===== src/rtl/translation_lookaside_buffer.sv =====
// Fully associative joint TLB: registered lookup (lowest matching index wins),
// synchronous write port and registered read port, all on stored state only.
module translation_lookaside_buffer #(
  parameter int ENTRIES = 16,
  parameter int IDX_W   = 4
) (
  input  logic             clk,
  input  logic             rst,
  input  logic             data_tlbReq_i,
  input  logic [18:0]      data_vpn2_i,
  input  logic             data_oddPage_i,
  input  logic [7:0]       data_asid_i,
  output logic             data_hit_o,
  output logic [IDX_W-1:0] data_index_o,
  output logic [19:0]      data_pfn_o,
  output logic [2:0]       data_c_o,
  output logic             data_d_o,
  output logic             data_v_o,
  input  logic             w_enable_i,
  input  logic [IDX_W-1:0] w_index_i,
  input  logic [18:0]      w_vpn2_i,
  input  logic [7:0]       w_asid_i,
  input  logic [11:0]      w_mask_i,
  input  logic             w_g_i,
  input  logic [19:0]      w_pfn0_i,
  input  logic [19:0]      w_pfn1_i,
  input  logic [4:0]       w_flags0_i,
  input  logic [4:0]       w_flags1_i,
  input  logic             r_enable_i,
  input  logic [IDX_W-1:0] r_index_i,
  output logic [18:0]      r_vpn2_o,
  output logic [7:0]       r_asid_o,
  output logic [11:0]      r_mask_o,
  output logic             r_g_o,
  output logic [19:0]      r_pfn0_o,
  output logic [4:0]       r_flags0_o,
  output logic [19:0]      r_pfn1_o,
  output logic [4:0]       r_flags1_o
);

  logic [ENTRIES-1:0] r_occ;
  logic [18:0]        r_vpn2   [ENTRIES];
  logic [7:0]         r_asid   [ENTRIES];
  logic [11:0]        r_mask   [ENTRIES];
  logic [ENTRIES-1:0] r_g;
  logic [19:0]        r_pfn0   [ENTRIES];
  logic [19:0]        r_pfn1   [ENTRIES];
  logic [4:0]         r_flags0 [ENTRIES];
  logic [4:0]         r_flags1 [ENTRIES];

  logic [ENTRIES-1:0] w_match;
  logic               w_hit;
  logic [IDX_W-1:0]   w_idx;
  logic [19:0]        w_pfn;
  logic [4:0]         w_flags;

  always_ff @(posedge clk or negedge rst) begin
    if (!rst) begin
      r_occ <= '0;
      r_g   <= '0;
      for (int i = 0; i < ENTRIES; i++) begin
        r_vpn2[i]   <= '0;
        r_asid[i]   <= '0;
        r_mask[i]   <= '0;
        r_pfn0[i]   <= '0;
        r_pfn1[i]   <= '0;
        r_flags0[i] <= '0;
        r_flags1[i] <= '0;
      end
    end else if (w_enable_i) begin
      r_occ[w_index_i]    <= 1'b1;
      r_vpn2[w_index_i]   <= w_vpn2_i;
      r_asid[w_index_i]   <= w_asid_i;
      r_mask[w_index_i]   <= w_mask_i;
      r_g[w_index_i]      <= w_g_i;
      r_pfn0[w_index_i]   <= w_pfn0_i;
      r_pfn1[w_index_i]   <= w_pfn1_i;
      r_flags0[w_index_i] <= w_flags0_i;
      r_flags1[w_index_i] <= w_flags1_i;
    end
  end

  // Mask is deliberately ignored: only 4 KB pages are matched.
  always_comb begin
    w_match = '0;
    for (int i = 0; i < ENTRIES; i++)
      w_match[i] = r_occ[i] && (r_vpn2[i] == data_vpn2_i) &&
                   (r_g[i] || (r_asid[i] == data_asid_i));
  end

  // Scan downward so the lowest matching index is the last one assigned.
  always_comb begin
    w_hit = 1'b0;
    w_idx = '0;
    for (int i = ENTRIES - 1; i >= 0; i--) begin
      if (w_match[i]) begin
        w_hit = 1'b1;
        w_idx = IDX_W'(i);
      end
    end
  end

  always_comb begin
    w_pfn   = '0;
    w_flags = '0;
    if (w_hit) begin
      w_pfn   = data_oddPage_i ? r_pfn1[w_idx]   : r_pfn0[w_idx];
      w_flags = data_oddPage_i ? r_flags1[w_idx] : r_flags0[w_idx];
    end
  end

  always_ff @(posedge clk or negedge rst) begin
    if (!rst) begin
      data_hit_o   <= 1'b0;
      data_index_o <= '0;
      data_pfn_o   <= '0;
      data_c_o     <= '0;
      data_d_o     <= 1'b0;
      data_v_o     <= 1'b0;
    end else if (data_tlbReq_i) begin
      data_hit_o   <= w_hit;
      data_index_o <= w_idx;
      data_pfn_o   <= w_pfn;
      data_c_o     <= w_flags[4:2];
      data_d_o     <= w_flags[1];
      data_v_o     <= w_flags[0];
    end
  end

  always_ff @(posedge clk or negedge rst) begin
    if (!rst) begin
      r_vpn2_o   <= '0;
      r_asid_o   <= '0;
      r_mask_o   <= '0;
      r_g_o      <= 1'b0;
      r_pfn0_o   <= '0;
      r_flags0_o <= '0;
      r_pfn1_o   <= '0;
      r_flags1_o <= '0;
    end else if (r_enable_i) begin
      r_vpn2_o   <= r_vpn2[r_index_i];
      r_asid_o   <= r_asid[r_index_i];
      r_mask_o   <= r_mask[r_index_i];
      r_g_o      <= r_g[r_index_i];
      r_pfn0_o   <= r_pfn0[r_index_i];
      r_flags0_o <= r_flags0[r_index_i];
      r_pfn1_o   <= r_pfn1[r_index_i];
      r_flags1_o <= r_flags1[r_index_i];
    end
  end

endmodule


===== config.mk =====
export PLATFORM = sky130hd
export DESIGN_NAME = translation_lookaside_buffer
export DESIGN_NICKNAME = d
export VERILOG_FILES = /design/src/rtl/translation_lookaside_buffer.sv
export SDC_FILE = /design/constraint.sdc
export NUM_CORES = 2
export LEC_CHECK = 0
export ABC_AREA = 0
export BUFFER_PORTS_ARGS = -buffer_cell sky130_fd_sc_hd__buf_2
export CORE_UTILIZATION = 52
export CTS_CLUSTER_DIAMETER = 80
export DETAILED_ROUTE_END_ITERATION = 10
export GPL_TIMING_DRIVEN = 0
export PLACE_DENSITY = 0.71
export SYNTH_ARGS = -nofsm -noshare
export SYNTH_HDL_FRONTEND = slang
export SYNTH_SLANG_ARGS = --single-unit
export TNS_END_PERCENT = 50

===== constraint.sdc =====
create_clock -name clk -period 3.7 [get_ports clk]
set_clock_uncertainty 0.2 [all_clocks]
set_input_delay 0.185 -clock clk [delete_from_list [all_inputs] [get_ports clk]]
set_output_delay 0.185 -clock clk [all_outputs]
set_load 0.02 [all_outputs]

### Word level (Yosys, flattened, before mapping)

Index checks and enable logic that the tools add are counted.

* order comparisons: 7
* equal/unequal tests: 32
* multiplexer cells: 91
* bitwise operators: 4
* reduce and logical (&&, ||, !) cells: 50

Operators by type and width (number)
* 320-bit bitwise mux: 2
* 20-bit binary-select mux with 4-bit select: 4
* 304-bit bitwise mux: 1
* 19-bit equality test: 16
* 20-bit 2-to-1 mux: 11
* 192-bit bitwise mux: 1
* 80-bit bitwise mux: 2
* 128-bit bitwise mux: 1
* 8-bit equality test: 16
* 5-bit binary-select mux with 4-bit select: 4
* 20-bit demux with 4-bit select: 1
* 19-bit binary-select mux with 4-bit select: 1
* 19-bit demux with 4-bit select: 1
* 4-bit 2-to-1 mux: 16
* 19-bit 2-to-1 mux: 3
* 5-bit 2-to-1 mux: 11
* 12-bit binary-select mux with 4-bit select: 1
* 12-bit demux with 4-bit select: 1
* 12-bit 2-to-1 mux: 3
* 1-bit logical AND: 34
* 8-bit binary-select mux with 4-bit select: 1
* 8-bit demux with 4-bit select: 1
* 8-bit 2-to-1 mux: 3
* 5-bit demux with 4-bit select: 1
* other kinds (11): 48

* flip-flop bits (word level): 1576
* bits of input ports: 131
* output and inout bits: 120
* word-level logic and storage cells: 312

### Depth between registers and ports, before layout

* word-level depth: 25
* depth in mapped cells: 17
* gate-level depth less buffers: 11

### Least setup slack after synthesis

No wires, ideal clock.

* kind: input -> register
* from: in data_vpn2_i[13]
* to: reg data_pfn_o[11]
* library setup time: 0.140 ns
* data arrival time: 3.205 ns
* required time: 3.360 ns
* setup slack: 0.155 ns
* stages: 14
* path buffers: 3
* cells stage by stage: buf_2 buf_2 xnor2_1 nand4b_1 or4_1 or3_1 nor2b_1 and3_1 a221o_1 clkbuf_1 a2111oi_0 a221oi_1 nand4_1 o32ai_1

* word-level cells in the longest chain between the ends: 25
* elaborated cells between the ends (all ways): 89
* those cells by class: 16 x eq/ne; 40 x mux; 1 x bitwise; 32 x reduce/logical

RTL lines
* start, declared: line 10 `input logic [18:0] data_vpn2_i,`
* 19-bit equality test: line 87 `w_match[i] = r_occ[i] && (r_vpn2[i] == data_vpn2_i) &&`
* 1-bit logical AND (2 in a row): line 87
* 4-bit 2-to-1 mux (16 in a row): line 96 `if (w_match[i]) begin`
* 4-bit inverter with 5-bit output (not written as such): line 107 `w_pfn = data_oddPage_i ? r_pfn1[w_idx] : r_pfn0[w_idx];`
* 20-bit binary-select mux with 4-bit select: line 107
* 20-bit 2-to-1 mux (not written as such) (2 in a row): line 107
* 20-bit 2-to-1 mux: line 107
* 20-bit 2-to-1 mux *: line 106 `if (w_hit) begin`
* end signal, assigned: line 123 `data_pfn_o <= w_pfn;`
* end, declared: line 15 `output logic [19:0] data_pfn_o,`

Mark *: on every way between the ends. The rest lies on a longest branch, timed or not. The select of a mux whose other input is x is not followed.
A chain may end at the register's enable or synchronous reset.

### Final worst setup path

* from: reg r_asid[15] (netlist bit)
* to: reg data_pfn_o[14]

* word-level cells in the longest chain between the ends: 24
* elaborated cells between the ends (all ways): 42
* those cells by class: 1 x eq/ne; 38 x mux; 1 x bitwise; 2 x reduce/logical

RTL lines
* start, declared: line 43 `logic [7:0] r_asid [ENTRIES];`
* start signal, assigned by index: line 73 `r_asid[w_index_i] <= w_asid_i;`
* 8-bit equality test *: line 88 `(r_g[i] || (r_asid[i] == data_asid_i));`
* 1-bit logical OR *: line 88
* 1-bit logical AND *: line 87
* 4-bit 2-to-1 mux (15 in a row): line 96
* 4-bit inverter with 5-bit output (not written as such): line 107
* 20-bit binary-select mux with 4-bit select: line 107
* 20-bit 2-to-1 mux (not written as such) (2 in a row): line 107
* 20-bit 2-to-1 mux: line 107
* 20-bit 2-to-1 mux *: line 106

Marks and branches as above.

==> results.sh <==
export IMPL_status="finished with violations"
export IMPL_violations="max-capacitance violations, max-slew violations, negative setup slack"
export IMPL_synthFlopType="dfrtp_1"
export IMPL_worstSkewPairLatency_ps=860
export IMPL_avgRoutedWirePerCell_um=34.7
export IMPL_fin_crit_ps=4790
export IMPL_r2r_cells=16
export IMPL_grt_max_degree=169
export IMPL_relSlewSlack=-0.0631
export IMPL_whs_path_depth=3
export IMPL_die_h_um=400
export IMPL_cts_clk_slew_worst_paths_ps=60
export IMPL_crit_type="flop to flop"
export IMPL_ir_worst_vdd_mv=0.607
export IMPL_fp_coreArea_um2=157000
export IMPL_n_fill_cell=11879
export IMPL_slew_violations=76
export IMPL_design_final_nets=6722
export IMPL_initial_core_util=0.526
export IMPL_grt_pass1_vias=58879
export IMPL_routed_wl_um=305000
export IMPL_clk_path_buf_depth=3
export IMPL_preCtsSetupSlack_ps=-2740
export IMPL_dieArea_um2=160000
export IMPL_htreeDepth=4
export IMPL_vias=59785
export IMPL_grt_overflow=0
export IMPL_worstMarginPinSlew_ps=1590
export IMPL_design_area_um2=97400
export IMPL_port_buffers=217
export IMPL_seq_area_frac_synth=0.479
export IMPL_start_kind="flop"
export IMPL_hpwl_um=217000
export IMPL_fin_ws_ps=-1090
export IMPL_crit_required_ps=4230
export IMPL_finalHoldViolCount=0
export IMPL_p_leak_nw=40.0
export IMPL_synth_edf_count=0
export IMPL_clock_sinks=1576
export IMPL_grt_pass1_wl_um=431000
export IMPL_use_met2=0.537
export IMPL_ios=251
export IMPL_fin_util=0.621
export IMPL_ant_nets=0
export IMPL_syn_num_nets=6048
export IMPL_postSynth_asyncResetShare=1.00
export IMPL_viasPerCell=6.80
export IMPL_postPlaceCellArea_um2=86600
export IMPL_cts_buffers=173
export IMPL_synth_seq_cells=1576
export IMPL_syn_area_um2=82400
export IMPL_netlist_cell_type_count=73
export IMPL_critPathMaxFanout=7
export IMPL_cts_root_buf="clkbuf_16"
export IMPL_row_count=145
export IMPL_setup_viol=29
export IMPL_die_x_um=400
export IMPL_hold_path_class="primary input to flop"
export IMPL_antenna_found_initial=30
export IMPL_yosys_warnings=0
export IMPL_grt_usage=0.380
export IMPL_dr_pass1_iters=8
export IMPL_grt_busiest_layer="met2"
export IMPL_syn2layout_area_growth_pct=18.2
export IMPL_drv_cap=8
export IMPL_drc=0
export IMPL_fmax_mhz=209
export IMPL_gp_congestion=1.06
export IMPL_rsz0062_at_grt="true"
export IMPL_syn_area_per_cell_um2=13.9
export IMPL_power_density_nw_per_um2=575
export IMPL_cp_end_kind="flop"
export IMPL_drive_gt1_frac=0.450
export IMPL_synthCells=5917
export IMPL_finalCritPeriodShare=1.29
export IMPL_grtUsageMet3=0.137
export IMPL_met1_usage=0.525
export IMPL_cts_tree="built"
export IMPL_cp_arrival_ps=5320
export IMPL_initialDrtViolationCount=8045
[cell usage in the layout (no fill, tap or decap), types with 124 or more instances in the layout]
cell / netlist / final
dfrtp_1: 1576 / 1571
mux2_2: 1532 / 1532
mux4_2: 450 / 450
clkbuf_1: 382 / 362
xor2_1: 323 / 308
mux2i_1: 277 / 269
nand2_1: 274 / 263
buf_2: 60 / 255
clkbuf_16: 0 / 183
dlygate4sd3_1: 0 / 140
buf_4: 35 / 124
[cells by family after synthesis]
kind of cell           count (synthesis)  share of synthesized area
AO/OA/AOI/OAI                        405                     0.0370
XOR/XNOR                             432                     0.0459
buffers and inverters                584                     0.0304
flip-flops                          1576                      0.479
multiplexers                        2259                      0.366
AND/OR/NAND/NOR                      661                     0.0421
[cells in the mapped netlist (6+ instances only)]
master | count | share of area
a311oi_1 | 22 | 0.0023
mux2_2 | 1532 | 0.21
inv_1 | 48 | 0.0022
nor2_1 | 22 | 0.0010
o2111ai_1 | 6 | 0.00064
or4_1 | 23 | 0.0021
mux4_2 | 450 | 0.12
or3_1 | 6 | 0.00046
dfrtp_1 | 1576 | 0.48
nand4_1 | 71 | 0.0054
buf_2 | 60 | 0.0036
nand4b_1 | 18 | 0.0019
o32ai_1 | 24 | 0.0026
xor2_1 | 323 | 0.034
mux2i_1 | 277 | 0.034
clkbuf_1 | 382 | 0.017
nor4b_1 | 15 | 0.0016
a221oi_1 | 44 | 0.0047
xnor2_1 | 109 | 0.012
o21ai_0 | 48 | 0.0029
a2111oi_0 | 24 | 0.0026
nor4_1 | 127 | 0.0096
nand2b_1 | 15 | 0.0011
a211oi_1 | 76 | 0.0069
buf_1 | 45 | 0.0020
or2_2 | 11 | 0.00084
nand3_1 | 51 | 0.0031
buf_6 | 13 | 0.0018
nand2_1 | 274 | 0.012
a31oi_1 | 26 | 0.0020
a21oi_1 | 47 | 0.0029
a32oi_1 | 44 | 0.0047
buf_4 | 35 | 0.0032
[critical path, cell delays in order, from the launching register on]
cell	delay (ps)
dfrtp_2	440
xor2_4	200
nor4_4	340
a21oi_4	150
or4_4	480
a211oi_4	320
buf_12	170
o2111ai_4	110
a22o_1	310
buf_6	160
buf_12	160
buf_16	160
buf_4	140
mux2i_2	150
a32oi_2	180
nand4_1	540
o32ai_2	430
[cell type report]
cell class | instances | area [µm²] | area share
Buffer | 527 | 2950 | 0.0303
Sequential cell | 1576 | 39400 | 0.405
Antenna cell | 15 | 37.5 | 0.000385
Clock inverter | 50 | 746 | 0.00765
Tap cell | 2058 | 2570 | 0.0264
Clock buffer | 255 | 5040 | 0.0517
Inverter | 48 | 180 | 0.00185
Multi-Input combinational cell | 3757 | 42100 | 0.432
Timing Repair Buffer | 508 | 4380 | 0.0449
[what timing repair did]
action,CTS,global route
endpoints found under the setup margin,109,408
endpoints found under the hold margin,1772,134
hold buffers,147,2
setup buffers,65,47
gates resized for setup,429,87
cloned,3,7
pin swaps,101,91
[registers in the layout, indices dropped and copies added (netlist names)]
| signal | flops |
|---|---|
| r_pfn0_o | 20 |
| r_pfn1 | 320 |
| r_pfn1_o | 20 |
| r_pfn0 | 320 |
| r_vpn2 | 304 |
| data_pfn_o | 20 |
| r_asid_o | 8 |
| r_asid | 128 |
| data_d_o | 1 |
| r_occ | 16 |
| r_vpn2_o | 19 |
| r_g_o | 1 |
| data_index_o | 4 |
| r_mask | 192 |
| r_mask_o | 12 |
| r_flags0 | 80 |
| data_v_o | 1 |
| r_flags1 | 80 |
| data_c_o | 3 |
| r_flags1_o | 5 |
| r_flags0_o | 5 |
| data_hit_o | 1 |
| r_g | 16 |
[path summary, 6_finish.rpt]
path / to / slack, ps / start
setup / recovery: data_pfn_o[14] / -1090 / r_asid[15]
hold / removal: r_mask[77] / 40 / w_mask_i[5]
setup reg to reg: data_pfn_o[14] / -1090 / r_asid[15]
hold reg to reg: r_flags0_o[4] / 300 / r_flags0_o[4]
max in group asynchronous: r_pfn1_o[7] / 60 / rst
min in group asynchronous: r_vpn2[142] / 550 / rst
[power breakdown]
group / total [mW] / internal [mW] / switching (mW)
clock network: 17.9 / 10.3 / 7.57
logic: 13.4 / 6.96 / 6.47
registers: 24.7 / 21.3 / 3.36
[per-layer routing]
layer | part of all wire | vias to the layer above | routed length, µm
met5 | 0.00087 | - | 265
met4 | 0.050 | 34 | 15400
met3 | 0.13 | 879 | 38500
met2 | 0.43 | 3726 | 131000
met1 | 0.40 | 31484 | 121000
li1 | - | 23662 | -
[stage by stage]
| stage | power [mW] | instances | setup TNS (ps) | hold WS, ps |
|---|---|---|---|---|
| 2_1_floorplan | 32.5 | 5917 | 0 | -311 |
| 3_3_place_gp | 36.8 | 8192 | - | 275 |
| 3_5_place_dp | 37.3 | 8214 | -157200 | -166 |
| 4_1_cts | 55.5 | 8725 | -168270 | 1.61 |
| 5_1_grt | 57.8 | 8784 | -72520 | 40.5 |
| 6_report | 56.0 | 8794 | -24050 | 35.6 |
(Power assumes the default switching activity.)
